==> src/rtl/vga_ctrl_pkg.sv <==
// Shared constants for the VGA pattern sequencer.
//   - ASCII command bytes accepted from the UART receiver
//   - acknowledgement bytes returned on the UART transmitter
//   - ack-path FSM state encoding
//   - helper that computes the next auto-cycle pattern
package vga_ctrl_pkg;

   // UART command bytes
   localparam logic [7:0] ASCII_ZERO = 8'h30;  // '0'; '0'+k selects pattern k
   localparam logic [7:0] CMD_AUTO   = 8'h41;  // 'A'
   localparam logic [7:0] CMD_MANUAL = 8'h4D;  // 'M'

   // Acknowledgement bytes
   localparam logic [7:0] ACK_OK   = 8'h4B;    // 'K'
   localparam logic [7:0] ACK_ERR  = 8'h3F;    // '?'
   localparam logic [7:0] ACK_BUSY = 8'h42;    // 'B': UART request lost to a button

   typedef enum logic [1:0] {
      TX_IDLE  = 2'd0,
      TX_START = 2'd1,
      TX_WAIT  = 2'd2
   } tx_state_e;

   // Auto-cycle sequence 1 -> 2 -> ... -> num-1 -> 1; blank (0) is never revisited.
   function automatic logic [7:0] next_auto_pattern(input logic [7:0] cur,
                                                    input logic [7:0] num);
      if ((cur == 8'd0) || (cur >= (num - 8'd1))) begin
         return 8'd1;
      end
      return cur + 8'd1;
   endfunction

endpackage

==> src/rtl/uart_ack_sender.sv <==
// Ack path: sends one acknowledgement byte at a time to UART_Tx.
// An ack arriving while a byte is in flight is held in a one-entry buffer;
// a newer ack overwrites a buffered, unsent one.
// Ports:
//   i_clk, i_reset  clock, synchronous active-high reset
//   i_ackValid      one-cycle request to send i_ackByte
//   i_ackByte       byte to acknowledge with
//   i_txDone        one-cycle pulse from UART_Tx: current byte finished
//   o_txStart       one-cycle start pulse to UART_Tx
//   o_txByte        byte being sent; stable from o_txStart until i_txDone
module uart_ack_sender
   import vga_ctrl_pkg::*;
(
   input  logic       i_clk,
   input  logic       i_reset,
   input  logic       i_ackValid,
   input  logic [7:0] i_ackByte,
   input  logic       i_txDone,
   output logic       o_txStart,
   output logic [7:0] o_txByte
);

   tx_state_e  r_state;
   logic       r_txStart;
   logic [7:0] r_txByte;
   logic       r_bufValid;
   logic [7:0] r_bufByte;

   always_ff @(posedge i_clk) begin
      if (i_reset) begin
         r_state    <= TX_IDLE;
         r_txStart  <= 1'b0;
         r_txByte   <= 8'h00;
         r_bufValid <= 1'b0;
         r_bufByte  <= 8'h00;
      end else begin
         r_txStart <= 1'b0;
         case (r_state)
            TX_IDLE: begin
               if (i_ackValid) begin
                  r_txByte <= i_ackByte;
                  r_state  <= TX_START;
               end
            end
            TX_START: begin
               r_txStart <= 1'b1;
               r_state   <= TX_WAIT;
               if (i_ackValid) begin
                  r_bufValid <= 1'b1;
                  r_bufByte  <= i_ackByte;
               end
            end
            TX_WAIT: begin
               if (i_txDone) begin
                  // An ack arriving with i_txDone is newer than anything buffered.
                  if (i_ackValid) begin
                     r_txByte   <= i_ackByte;
                     r_bufValid <= 1'b0;
                     r_state    <= TX_START;
                  end else if (r_bufValid) begin
                     r_txByte   <= r_bufByte;
                     r_bufValid <= 1'b0;
                     r_state    <= TX_START;
                  end else begin
                     r_state <= TX_IDLE;
                  end
               end else if (i_ackValid) begin
                  r_bufValid <= 1'b1;
                  r_bufByte  <= i_ackByte;
               end
            end
            default: r_state <= TX_IDLE;
         endcase
      end
   end

   assign o_txStart = r_txStart;
   assign o_txByte  = r_txByte;

endmodule

==> src/rtl/vga_pattern_sequencer.sv <==
// Owns the VGA test-pattern select. Arbitrates button and UART requests,
// applies them only at a frame boundary (falling edge of vsync), optionally
// auto-cycles every FRAMES_PER_STEP boundaries and acknowledges UART bytes.
// Ports:
//   i_clk, i_reset             clock, synchronous active-high reset
//   i_btnStrobe/i_btnPattern   button pattern request
//   i_rxStrobe/i_rxByte        received UART byte
//   i_vs                       VGA vertical sync, active low
//   i_txDone                   UART_Tx byte complete
//   o_pattern                  applied pattern
//   o_pending                  request waiting for a frame boundary
//   o_autoMode                 auto-cycle mode active
//   o_txStart/o_txByte         ack byte handshake to UART_Tx
module vga_pattern_sequencer
   import vga_ctrl_pkg::*;
#(
   parameter int unsigned NUM_PATTERNS    = 4,
   parameter int unsigned FRAMES_PER_STEP = 120
) (
   input  logic       i_clk,
   input  logic       i_reset,
   input  logic       i_btnStrobe,
   input  logic [7:0] i_btnPattern,
   input  logic       i_rxStrobe,
   input  logic [7:0] i_rxByte,
   input  logic       i_vs,
   input  logic       i_txDone,
   output logic [7:0] o_pattern,
   output logic       o_pending,
   output logic       o_autoMode,
   output logic       o_txStart,
   output logic [7:0] o_txByte
);

   localparam int unsigned    CNT_W     = $clog2(FRAMES_PER_STEP) + 1;
   localparam logic [CNT_W-1:0] CNT_LAST = CNT_W'(FRAMES_PER_STEP - 1);
   localparam logic [7:0]     PAT_LIMIT = 8'(NUM_PATTERNS);

   logic             r_vs;
   logic [7:0]       r_pattern;
   logic [7:0]       r_next;
   logic             r_pending;
   logic             r_autoMode;
   logic [CNT_W-1:0] r_frameCnt;

   logic       w_boundary;
   logic       w_btnReq;
   logic       w_rxDigit;
   logic       w_rxAuto;
   logic       w_rxManual;
   logic       w_reqValid;
   logic [7:0] w_reqPattern;
   logic [7:0] w_ackByte;

   always_comb begin
      w_boundary   = r_vs & ~i_vs;
      w_btnReq     = i_btnStrobe && (i_btnPattern < PAT_LIMIT);
      w_rxDigit    = i_rxStrobe && (i_rxByte >= ASCII_ZERO) &&
                     (i_rxByte < (ASCII_ZERO + PAT_LIMIT));
      w_rxAuto     = i_rxStrobe && (i_rxByte == CMD_AUTO);
      w_rxManual   = i_rxStrobe && (i_rxByte == CMD_MANUAL);
      w_reqValid   = w_btnReq | w_rxDigit;
      // Button wins a same-cycle collision with a UART digit.
      w_reqPattern = w_btnReq ? i_btnPattern : (i_rxByte - ASCII_ZERO);

      w_ackByte = ACK_ERR;
      if (w_rxDigit) begin
         w_ackByte = w_btnReq ? ACK_BUSY : ACK_OK;
      end else if (w_rxAuto || w_rxManual) begin
         w_ackByte = ACK_OK;
      end
   end

   always_ff @(posedge i_clk) begin
      if (i_reset) begin
         r_vs       <= 1'b1;
         r_pattern  <= 8'h00;
         r_next     <= 8'h00;
         r_pending  <= 1'b0;
         r_autoMode <= 1'b0;
         r_frameCnt <= '0;
      end else begin
         r_vs <= i_vs;

         if (w_boundary) begin
            if (r_pending) begin
               r_pattern  <= r_next;
               r_pending  <= 1'b0;
               r_frameCnt <= '0;
            end else if (r_autoMode) begin
               if (r_frameCnt == CNT_LAST) begin
                  r_pattern  <= next_auto_pattern(r_pattern, PAT_LIMIT);
                  r_frameCnt <= '0;
               end else begin
                  r_frameCnt <= r_frameCnt + 1'b1;
               end
            end
         end

         // Mode commands apply before a request so a same-cycle request
         // still ends in manual mode. Later assignments win.
         if (w_rxAuto) begin
            r_autoMode <= 1'b1;
            r_frameCnt <= '0;
         end
         if (w_rxManual) begin
            r_autoMode <= 1'b0;
         end

         // A request coinciding with a boundary waits for the next one.
         if (w_reqValid) begin
            r_next     <= w_reqPattern;
            r_pending  <= 1'b1;
            r_autoMode <= 1'b0;
         end
      end
   end

   uart_ack_sender u_ack (
      .i_clk      (i_clk),
      .i_reset    (i_reset),
      .i_ackValid (i_rxStrobe),
      .i_ackByte  (w_ackByte),
      .i_txDone   (i_txDone),
      .o_txStart  (o_txStart),
      .o_txByte   (o_txByte)
   );

   assign o_pattern  = r_pattern;
   assign o_pending  = r_pending;
   assign o_autoMode = r_autoMode;

endmodule

==> config.mk <==
export PLATFORM = sky130hd
export DESIGN_NAME = vga_pattern_sequencer
export DESIGN_NICKNAME = d
export VERILOG_FILES = /design/src/rtl/vga_ctrl_pkg.sv /design/src/rtl/uart_ack_sender.sv /design/src/rtl/vga_pattern_sequencer.sv
export SDC_FILE = /design/constraint.sdc
export NUM_CORES = 1
export LEC_CHECK = 0
export ABC_AREA = 1
export CORE_MARGIN = 2
export CORE_UTILIZATION = 44
export DETAILED_ROUTE_END_ITERATION = 10
export GPL_ROUTABILITY_DRIVEN = 0
export HOLD_SLACK_MARGIN = 0.1
export PLACE_DENSITY = 0.71
export RECOVER_POWER = 100
export SLEW_MARGIN = 40
export SYNTH_ARGS = -nofsm -noshare
export SYNTH_HDL_FRONTEND = slang
export SYNTH_SLANG_ARGS = --single-unit
==> constraint.sdc <==
create_clock -name i_clk -period 2.3 [get_ports i_clk]
set_clock_uncertainty 0.15 [all_clocks]
set_input_delay 0.23 -clock i_clk [delete_from_list [all_inputs] [get_ports i_clk]]
set_output_delay 0.23 -clock i_clk [all_outputs]
set_load 0.01 [all_outputs]
==> impl_metrics.env <==
export IMPL_status="finished clean"
export IMPL_synth_cells=306
export IMPL_async_reset_ff_share_pct=0
export IMPL_synth_edff_count=0
export IMPL_dr_first_iter_drc_count=75
export IMPL_syn_to_final_growth_pct=24.3
export IMPL_drt_pass1_iterations=4
export IMPL_worstHoldStart="r_next[2]"
export IMPL_grt_setup_unrepaired="no"
export IMPL_post_cts_buffers=0
export IMPL_avgSynthCellArea_sq_um=7.29
export IMPL_num_nets_final=382
export IMPL_power_density_nw_per_um2=784
export IMPL_start_kind="flop"
export IMPL_start_util_pct=46.3
export IMPL_netSwitchingPower_uw=728
export IMPL_cts_resized=0
export IMPL_power_leakage_uw=0.00126
export IMPL_swShare_pct=33.5
export IMPL_antenna_found_initial=0
export IMPL_cts_tree="built"
export IMPL_n_antenna_cell=0
export IMPL_ctsHtreeMaxLevel=2
export IMPL_drt_wirelength_per_cell_um=12.0
export IMPL_end_kind="flop"
export IMPL_use_met3_pct=4.15
export IMPL_clock_fmax_mhz=501
export IMPL_syn_area_sq_um=2230
export IMPL_yosysUniqueCellTypes=34
export IMPL_multi_input_area_sq_um=1090
export IMPL_rows=25
export IMPL_grt_pass1_vias=1851
export IMPL_grt_pass1_wl_mm=8.41
export IMPL_fin_crit_ns=2.00
export IMPL_power_frac_comb_pct=31.1
export IMPL_grt_max_degree=22
export IMPL_die_area_sq_um=5660
export IMPL_synth_warnings=0
export IMPL_io_pins=41
export IMPL_drc=0
export IMPL_hp_class="flop to flop"
export IMPL_clk_pin_slew_worst_paths_ns=0.08
export IMPL_busiest_layer="met2"
export IMPL_synth_seq_area_share_pct=42.2
export IMPL_cts_buffer_depth=2
export IMPL_max_slew_margin_pct=65.5
export IMPL_reg2reg_from="u_ack.r_state[0]"
export IMPL_die_y_um=75.2
export IMPL_drt_total_wl_mm=5.04
export IMPL_crit_arrival_ns=2.10
export IMPL_cts_buffers=5
export IMPL_cp_required_ns=2.40
export IMPL_grtUsageTotal_pct=19.6
export IMPL_insertion_delay_ns=0.30
export IMPL_seq_area_sq_um=941
export IMPL_overflow=0
export IMPL_fp_coreArea_sq_um=4820
export IMPL_hpwl_mm=3.80
export IMPL_vias_per_cell=4.87
export IMPL_fillers=503
export IMPL_postRouteAntennaNets=0
export IMPL_final_hold_violation_count=0
export IMPL_fin_util_pct=57.6
export IMPL_root_buffer="clkbuf_8"
export IMPL_dr_total_vias=2042
export IMPL_grt_use_met1_pct=25.2
export IMPL_period_share_pct=86.8
export IMPL_cp_max_fo=6
export IMPL_drive_gt1_share_pct=8.81
export IMPL_syn_nets=337
export IMPL_finalMaxSlewViolations=0
export IMPL_synth_seq_cells=47
export IMPL_path_class="flop to flop"
export IMPL_clkPwrFrac_pct=22.3
export IMPL_worst_pin_slew_ns=0.517
export IMPL_clock_sinks=47
export IMPL_maxCapViolations=0
export IMPL_ir_drop_mv=0.518
export IMPL_dieWidth_um=75.2
export IMPL_startpoint="u_ack.r_state[0]"
export IMPL_dpl_cell_area_sq_um=2710
export IMPL_setup_viol=0
export IMPL_port_buffers=40
export IMPL_synth_top_flop_cell="dfxtp_1"
export IMPL_final_area_sq_um=2770
export IMPL_intPower_uw=1450
export IMPL_hold_buffers=0
export IMPL_fin_setup_tns_ns=0
export IMPL_power_frac_seq_pct=46.6
export IMPL_gr_usage_met2_pct=33.2
==> cells by family after synthesis <==
| group | share of synthesized area (%) |
|---|---|
| AOI/OAI and AO/OA | 14.0 |
| and+or+nand+nor | 29.2 |
| buffers and inverters | 8.47 |
| DFF | 42.2 |
| adders and majority gates | 5.05 |
| xor gates and xnor gates | 1.18 |
==> power by group through the flow <==
stage | Sequential, uW | Clock, uW | Combinational (uW)
6_report | 1010 | 484 | 677
5_1_grt | 1030 | 534 | 759
3_3_place_gp | 1040 | 0 | 699
3_5_place_dp | 1030 | 0 | 711
2_1_floorplan | 1040 | 0 | 440
4_1_cts | 1020 | 496 | 714
==> critical path, stage by stage, from the launching register on <==
cell	delay (ns)
dfxtp_1	0.39
inv_1	0.08
ha_1	0.22
inv_2	0.12
or2_0	0.20
o21ai_2	0.09
nand2_2	0.12
clkinvlp_2	0.22
nand2_1	0.20
o211ai_1	0.10
inv_1	0.07
==> per-stage QoR <==
step	worst slack [ns]	total power [uW]	instances	hold slack, ns
after floorplan	0.673	1480	306	0.158
after global placement	0.264	1730	411	0.283
after detailed placement	0.220	1740	411	0.290
after CTS	0.394	2230	419	0.302
after global routing	0.0863	2320	419	0.321
final	0.303	2170	419	0.301
==> metal layers <==
metal,up-vias,wire length (um),part of all wire (%)
li1,1080,-,-
met1,917,2300,46
met2,38,2500,50
met3,7,171,3.4
met4,0,62,1.2
met5,-,0,0
==> cell type report <==
cell class | instances | share of cell area [%]
multi-input combinational | 215 | 39.4
sequential | 47 | 33.9
timing repair buffer | 45 | 15.4
inverter | 37 | 5.23
tap | 67 | 3.02
clock buffer | 7 | 2.75
clock inverter | 1 | 0.181
==> Yosys cell counts (5+ instances only) <==
library cell | count | area, sq um
o21ai_1 | 7 | 35.0
dfxtp_1 | 47 | 941
inv_1 | 31 | 116
o21ai_0 | 10 | 50.1
nand3_1 | 19 | 95.1
nand2_2 | 8 | 50.1
nor2_2 | 5 | 31.3
nor2_1 | 34 | 128
ha_1 | 9 | 113
nand2_1 | 66 | 248
nor3_1 | 5 | 25.0
a21oi_1 | 28 | 140
==> final timing paths <==
check / end / depth (start not counted) / slack (ns)
worst max-delay path: u_ack.r_bufByte[6] / 10 / 0.30
worst min-delay path: r_next[2] / 2 / 0.30
worst max register to register: u_ack.r_bufByte[6] / 10 / 0.30
worst min register to register: r_next[2] / 2 / 0.30
==> sequential cells by signal, summed over array words and instances, names as in the netlist <==
register	flops
u_ack.r_bufValid	1
u_ack.o_txStart	1
o_pattern	8
u_ack.o_txByte	8
u_ack.r_state	2
o_autoMode	1
r_frameCnt	8
o_pending	1
u_ack.r_bufByte	8
r_vs	1
r_next	8
==> cell usage in the layout, fill, tap and decap left out, types with 2 or more instances in the layout <==
cell type,Yosys,routed
xor2_1,2,2
clkbuf_1,3,4
clkdlybuf4s50_1,0,18
buf_4,0,2
dfxtp_1,47,47
or2_2,2,2
nor2_2,5,5
nor3_1,5,5
nand3_1,19,19
inv_1,31,32
ha_1,9,9
o21ai_0,10,12
nand2_1,66,69
a21oi_1,28,28
o21ai_1,7,5
nand4_1,3,3
nand2_2,8,5
o211ai_1,3,3
dlygate4sd3_1,0,22
o21ai_2,3,3
inv_2,3,2
inv_4,2,2
clkbuf_8,0,5
nor2_1,34,34
Power figures use the tool's default switching activity.
